## config.mk

```make
export PLATFORM = sky130hd
export DESIGN_NAME = vram_arbiter
export DESIGN_NICKNAME = d
export VERILOG_FILES = /design/src/rtl/vram_arbiter.sv
export SDC_FILE = /design/constraint.sdc
export NUM_CORES = 1
export LEC_CHECK = 0
export ABC_CLOCK_PERIOD_IN_PS = 1900
export BUFFER_PORTS_ARGS = -buffer_cell sky130_fd_sc_hd__buf_2
export CAP_MARGIN = 30
export CORE_UTILIZATION = 30
export CTS_CLUSTER_SIZE = 40
export DETAILED_ROUTE_END_ITERATION = 10
export PLACE_DENSITY = 0.55
export SLEW_MARGIN = 20
export SYNTH_ARGS = -nofsm -noshare
export SYNTH_HDL_FRONTEND = slang
export SYNTH_SLANG_ARGS = --single-unit
```

## constraint.sdc

```tcl
create_clock -name clk -period 1.9 [get_ports clk]
set_clock_uncertainty 0.2 [all_clocks]
set_input_delay 0.38 -clock clk [delete_from_list [all_inputs] [get_ports clk]]
set_output_delay 0.38 -clock clk [all_outputs]
set_load 0.01 [all_outputs]
```

## src/rtl/vram_arbiter.sv

```systemverilog
// Single-port VRAM arbiter: video fetches have strict priority over CPU accesses.
// Define VRAM_POSTED_WRITE_EN to add a 1-entry posted CPU write buffer.
//
// state   | meaning
// --------+-------------------------------------------------------------
// IDLE    | bus free, arbitrate video / buffered write / CPU
// VGA_A   | video address presented to RAM
// VGA_D   | video data captured; arbitrates like IDLE for the next access
// CPU_A   | CPU (or buffered) address presented, write strobe retired
// CPU_D   | CPU read data captured, ack pulsed
module vram_arbiter (
  input  logic        clk,
  input  logic        reset,
  input  logic        vga_slot,
  input  logic [12:0] vga_addr,
  output logic [7:0]  vga_data,
  output logic        vga_overrun,
  input  logic        cpu_req,
  input  logic        cpu_we,
  input  logic [12:0] cpu_addr,
  input  logic [7:0]  cpu_wdata,
  output logic        cpu_ack,
  output logic [7:0]  cpu_rdata,
  output logic [12:0] ram_addr,
  output logic        ram_we,
  output logic [7:0]  ram_wdata,
  input  logic [7:0]  ram_rdata
);

  typedef enum logic [2:0] {
    S_IDLE  = 3'd0,
    S_VGA_A = 3'd1,
    S_VGA_D = 3'd2,
    S_CPU_A = 3'd3,
    S_CPU_D = 3'd4
  } state_t;

  state_t      r_state;
  state_t      w_next_state;

  logic        r_vga_pend;
  logic [12:0] r_vga_addr;
  logic        r_cur_we;

  logic        w_arb;
  logic        w_vga_go;
  logic        w_cpu_go;
  logic        w_drain_go;
  logic        w_post_take;
  logic [12:0] w_drain_addr;
  logic [7:0]  w_drain_data;

  logic        w_sel_vga;
  logic        w_sel_drain;
  logic        w_sel_cpu;
  logic        w_ram_we_nxt;
  logic [12:0] w_ram_addr_nxt;
  logic [7:0]  w_ram_wdata_nxt;
  logic        w_cpu_ack_nxt;

  // VGA_D frees the RAM port, so it arbitrates like IDLE; a contended CPU access loses only two cycles.
  assign w_arb    = (r_state == S_IDLE) || (r_state == S_VGA_D);
  assign w_vga_go = vga_slot || r_vga_pend;

`ifdef VRAM_POSTED_WRITE_EN
  localparam bit P_POSTED = 1'b1;

  logic        r_wb_valid;
  logic [12:0] r_wb_addr;
  logic [7:0]  r_wb_data;

  assign w_post_take  = cpu_req && cpu_we && !cpu_ack && !r_wb_valid;
  assign w_drain_go   = r_wb_valid;
  assign w_cpu_go     = cpu_req && !cpu_we && !cpu_ack && !r_wb_valid;
  assign w_drain_addr = r_wb_addr;
  assign w_drain_data = r_wb_data;

  always_ff @(posedge clk) begin
    if (reset) begin
      r_wb_valid <= 1'b0;
      r_wb_addr  <= '0;
      r_wb_data  <= '0;
    end else if (w_post_take) begin
      r_wb_valid <= 1'b1;
      r_wb_addr  <= cpu_addr;
      r_wb_data  <= cpu_wdata;
    end else if (w_sel_drain) begin
      r_wb_valid <= 1'b0;
    end
  end
`else
  localparam bit P_POSTED = 1'b0;

  assign w_post_take  = 1'b0;
  assign w_drain_go   = 1'b0;
  assign w_cpu_go     = cpu_req && !cpu_ack;
  assign w_drain_addr = '0;
  assign w_drain_data = '0;
`endif

  always_ff @(posedge clk) begin
    if (reset) r_state <= S_IDLE;
    else       r_state <= w_next_state;
  end

  always_comb begin
    w_next_state = r_state;
    case (r_state)
      S_IDLE, S_VGA_D: begin
        if (w_vga_go)                     w_next_state = S_VGA_A;
        else if (w_drain_go || w_cpu_go)  w_next_state = S_CPU_A;
        else                              w_next_state = S_IDLE;
      end
      S_VGA_A: w_next_state = S_VGA_D;
      S_CPU_A: w_next_state = r_cur_we ? S_IDLE : S_CPU_D;
      S_CPU_D: w_next_state = S_IDLE;
      default: w_next_state = S_IDLE;
    endcase
  end

  always_comb begin
    w_sel_vga       = w_arb && w_vga_go;
    w_sel_drain     = w_arb && !w_vga_go && w_drain_go;
    w_sel_cpu       = w_arb && !w_vga_go && !w_drain_go && w_cpu_go;
    w_ram_we_nxt    = w_sel_drain || (w_sel_cpu && cpu_we);
    w_ram_addr_nxt  = ram_addr;
    w_ram_wdata_nxt = ram_wdata;
    if (w_sel_vga) begin
      w_ram_addr_nxt = vga_slot ? vga_addr : r_vga_addr;
    end else if (w_sel_drain) begin
      w_ram_addr_nxt  = w_drain_addr;
      w_ram_wdata_nxt = w_drain_data;
    end else if (w_sel_cpu) begin
      w_ram_addr_nxt  = cpu_addr;
      w_ram_wdata_nxt = cpu_wdata;
    end
    // Drained writes were already acked when buffered.
    w_cpu_ack_nxt = w_post_take || (r_state == S_CPU_D) ||
                    ((r_state == S_CPU_A) && r_cur_we && !P_POSTED);
  end

  always_ff @(posedge clk) begin
    if (reset) begin
      ram_addr    <= '0;
      ram_we      <= 1'b0;
      ram_wdata   <= '0;
      cpu_ack     <= 1'b0;
      cpu_rdata   <= '0;
      vga_data    <= '0;
      vga_overrun <= 1'b0;
      r_vga_pend  <= 1'b0;
      r_vga_addr  <= '0;
      r_cur_we    <= 1'b0;
    end else begin
      ram_addr  <= w_ram_addr_nxt;
      ram_we    <= w_ram_we_nxt;
      ram_wdata <= w_ram_wdata_nxt;
      cpu_ack   <= w_cpu_ack_nxt;
      if (w_sel_drain || w_sel_cpu) r_cur_we <= w_ram_we_nxt;
      if (r_state == S_VGA_D) vga_data  <= ram_rdata;
      if (r_state == S_CPU_D) cpu_rdata <= ram_rdata;
      if (vga_slot && r_vga_pend) vga_overrun <= 1'b1;
      if (w_sel_vga) begin
        r_vga_pend <= 1'b0;
      end else if (vga_slot) begin
        r_vga_pend <= 1'b1;
        r_vga_addr <= vga_addr;
      end
    end
  end

endmodule

```

# --- After elaboration in Yosys (flattened, before gate mapping) ---
# Cells that the tools add are included.
totals:
  reg_bits: 58
  input_bits: 47
  output_inout_bits: 40
  wordCells: 40
op_classes:
  eq_ne: 4
  mux: 7
  bitwise: 1
  n_reduce_logical: 17
op_table:
  columns: ["op", "n"]
  rows:
  - ["$mux 13", 3]
  - ["$pmux 3 s3", 1]
  - ["$logic_and 1x1->1", 7]
  - ["$eq 3x2->1 const B", 2]
  - ["$mux 3", 2]
  - ["$reduce_or 2->1", 2]
  - ["$eq 3x1->1 const B", 1]
  - ["$eq 3x3->1 const B", 1]
  - ["$logic_not 3->1", 1]
  - ["$logic_or 1x1->1", 3]
  - ["$logic_not 1->1", 2]
  - ["$mux 2", 1]
  - ["$reduce_and 2->1", 1]
  - ["$reduce_bool 2->1", 1]
  - ["$not 1->1", 1]

# --- Longest topological paths before layout ---
depth:
  depth_word: 6
  depth_mapped: 5
  depth_no_buf: 3

# --- Worst setup path before layout ---
# Ideal clock, no wire load.
synth_timing:
  path_kind: "reg2reg"
  startpoint: "reg r_state[2]"
  endpoint: "reg ram_wdata[0]"
  setup_ns: 0.134
  arrival_ns: 1.288
  t_required_ns: 1.566
  path_slack_ns: 0.279
  stages_incl_launch_ff: 6
  path_buffers: 2
  synth_period_minus_slack_ns: 1.621
  cell_sequence: "dfxtp_1 > buf_6 > or4b_4 > buf_6 > o21ai_2 > a21oi_1"
synth_via:
  elab_chain_cells: 5
  elab_cells_between_ends: 8
  classes_between: "eq/ne (1); bitwise (1); reduce/logical (6)"
synth_rtl:
  columns: ["item", "line", "text"]
  rows:
  - ["start: declaration", "38", "state_t r_state;"]
  - ["start signal: assignment", "103", "else r_state <= w_next_state;"]
  - ["$eq 3x2->1 or $logic_not 3->1 (tied branches)", "62", "assign w_arb = (r_state == S_IDLE) || (r_state == S_VGA_D);"]
  - ["$logic_or 1x1->1 *", "62", null]
  - ["$logic_and 1x1->1 (on tied branches)", "124, 122", null]
  - ["$logic_and 1x1->1 or $not 1->1 (tied branches)", null, null]
  - ["$reduce_and 2->1 (no source line) *", null, null]
  - ["end signal: assignment", "157", "ram_wdata <= w_ram_wdata_nxt;"]
  - ["end: declaration", "26", "output logic [7:0] ram_wdata,"]
# Every way passes the cells marked *; elsewhere a longest branch is shown, timed or not.
# A chain may end at the register's enable or synchronous reset.

# --- Final worst setup path ---
layout_timing:
  startpoint: "reg r_state[2]"
  endpoint: "reg r_cur_we"
layout_via:
  elab_chain_cells: 5
  elab_cells_between_ends: 6
  classes_between: "eq/ne (1); reduce/logical (5)"
layout_rtl:
  columns: ["item", "line", "text"]
  rows:
  - ["$eq 3x2->1 or $logic_not 3->1 (tied branches)", "62", null]
  - ["$logic_or 1x1->1 *", "62", null]
  - ["$logic_and 1x1->1 * (2 in series)", "124", "w_sel_cpu = w_arb && !w_vga_go && !w_drain_go && w_cpu_go;"]
  - ["$logic_and 1x1->1", "125", "w_ram_we_nxt = w_sel_drain || (w_sel_cpu && cpu_we);"]
  - ["end signal: assignment", "159", "if (w_sel_drain || w_sel_cpu) r_cur_we <= w_ram_we_nxt;"]
  - ["end: declaration", "43", "logic r_cur_we;"]
# Marked as above.

==> results.json <==
{
  "io_buffers": 86,
  "syn-num-nets": 302,
  "core_um2": 7770,
  "area_growth_pct": 32.7,
  "clk_latency_ns": 0.33,
  "power_density_nw_per_um2": 978,
  "hold_violations": 0,
  "cts_tree": "built",
  "use_met2": 0.200,
  "synth.distinct_cells": 29,
  "tns_ns": 0,
  "post_cts_resized": 0,
  "mostFrequentLayoutCell": "buf_2",
  "hold_path_class": "primary input to flop",
  "place.gp.congestion": 0.756,
  "detail_route.drc_violations": 0,
  "grt_pass1_wl_um": 9800,
  "place_area_um2": 2980,
  "die_x_um": 91.8,
  "wl_per_cell_um": 13.2,
  "ys_seq_area_frac": 0.480,
  "ant_nets": 0,
  "yosys-top-cells-area": "dfxtp_1, mux2i_1, nand2_1, a211oi_1, a31o_2",
  "start_util": 0.311,
  "crit_fanout": 23,
  "post-route-period-util": 0.908,
  "seq_area_um2": 1160,
  "timing.fmax_mhz": 580,
  "die_h_um": 91.8,
  "vias_per_cell": 4.67,
  "cp.arrival_ns": 1.75,
  "maxSlewViolCount": 0,
  "postCtsSetupRepairBufs": 0,
  "busiest_layer": "met1",
  "most-common-layout-cells": "buf_2, dfxtp_1, nand2_1, mux2i_1, nor2_1",
  "grt_max_degree": 25,
  "yosys.area.top_type": "dfxtp_1",
  "layout.cells.non_filler": 449,
  "startpoint_type": "flop",
  "p_leak_nw": 1.40,
  "nNetsFinal": 390,
  "fin_area_um2": 3210,
  "finalPower_mw": 3.14,
  "critical-path-slowest-cell": "or4b_4",
  "dp_hpwl_um": 4130,
  "worst_slew_pin_slew_ns": 0.394,
  "synth-seq-cells": 58,
  "use_met1": 0.214,
  "root_buffer": "clkbuf_8",
  "cp-end-kind": "flop",
  "htreeDepth": 3,
  "die_area_um2": 8420,
  "ys_warn_count": 0,
  "slowest_delay_ns": 0.73,
  "synthesis.area_um2": 2420,
  "cts_made_buffers": 9,
  "yosysTopAreaCellShare": 0.480,
  "avgSynthCellArea_um2": 9.48,
  "fp-row-count": 32,
  "fillers": 810,
  "track_usage": 0.148,
  "antenna_found_initial": 0,
  "maxSlewHeadroom": 0.730,
  "grt_pass1_vias": 1957,
  "use_met3": 0.0464,
  "crit_type": "flop to flop",
  "clock_sinks": 58,
  "hold_buffers": 0,
  "cp.required_ns": 1.92,
  "rsz0062_at_grt": "no",
  "diodes": 0,
  "drive_gt1_frac": 0.403,
  "first_pass_iters": 4,
  "setup_viol": 0,
  "run_status": "completed",
  "clk_pin_slew_worst_paths_ns": 0.07,
  "via_count": 2099,
  "ios": 87,
  "drtIter0Drc": 75,
  "ir_drop_v": 0.000411,
  "multiInputGateArea_um2": 1140,
  "overflow": 0,
  "worstPathCellList": "or4b_4, o21ai_0, a21oi_1",
  "routed_wl_um": 5920,
  "cts_buffer_depth": 2,
  "finalCriticalPeriod_ns": 1.73,
  "syn_inst": 255,
  "dp.cells": 434,
  "drv_cap": 0
}
-- kinds of logic (layout without fill, tap and decap cells) --
family	after synthesis	in the layout	share of synthesized area
AND/OR/NAND/NOR	84	84	0.166
AO/OA/AOI/OAI	60	60	0.180
flip-flops	58	58	0.480
multiplexers	29	29	0.120
buffers and inverters	24	116	0.0538
-- synth_stat cells, drive strengths merged --
| cell type | number |
|---|---|
| a31oi | 12 |
| nor4 | 1 |
| nor2b | 3 |
| or4b | 1 |
| nor3b | 3 |
| buf | 18 |
| dfxtp | 58 |
| a211oi | 12 |
| a31o | 11 |
| a2111oi | 2 |
| clkbuf | 6 |
| nand3 | 9 |
| o21ai | 10 |
| nor3 | 12 |
| or2 | 2 |
| a21oi | 11 |
| nand2b | 1 |
| mux2i | 29 |
| nand2 | 29 |
| nor2 | 22 |
| a311oi | 2 |
| nor4b | 1 |
-- flip-flops by register name, indices dropped and copies added (netlist names) --
| register | count |
|---|---|
| cpu_rdata | 8 |
| cpu_ack | 1 |
| r_vga_pend | 1 |
| vga_data | 8 |
| r_state | 3 |
| ram_addr | 13 |
| ram_wdata | 8 |
| vga_overrun | 1 |
| r_cur_we | 1 |
| ram_we | 1 |
| r_vga_addr | 13 |
-- through the flow --
stage                     hold slack (ns)   util  worst slack, ns
final                              0.0924  0.413            0.175
after global routing               0.0747  0.413           0.0534
after CTS                          0.0736  0.413            0.163
after detailed placement            0.232  0.384            0.168
after global placement              0.240  0.384            0.180
after floorplan                     0.204      -            0.279
-- power by group --
| part | switching, mW | internal, mW |
|---|---|---|
| combinational | 0.263 | 0.217 |
| sequential | 0.0492 | 1.30 |
| clock | 0.502 | 0.803 |
-- worst max-delay path: cells and delay by family (launching register included) --
kind             cells  cell delay (ns)
flip-flops           1             0.38
AO/OA/AOI/OAI        2             0.30
AND/OR/NAND/NOR      1             0.73
-- layout make-up --
cell class,count,share of cell area
clock buffer,11,0.0472
clock inverter,4,0.0234
multi-input combinational,173,0.354
sequential,58,0.362
tap,102,0.0398
timing repair buffer,101,0.173
-- per-layer routing --
metal | vias to the layer above | part of all wire
li1 | 1084 | -
met1 | 928 | 0.51
met2 | 77 | 0.41
met3 | 10 | 0.066
met4 | 0 | 0.014
met5 | - | 0
-- path summary, 6_finish.rpt --
kind / from / end / slack, ns / cells past startpoint
worst max-delay path: r_state[2] / r_cur_we / 0.17 / 3
worst min-delay path: cpu_wdata[5] / ram_wdata[5] / 0.09 / 3
worst max register to register: r_state[2] / r_cur_we / 0.17 / 3
worst min register to register: r_cur_we / r_state[2] / 0.24 / 1
Power figures use the tool's default switching activity.
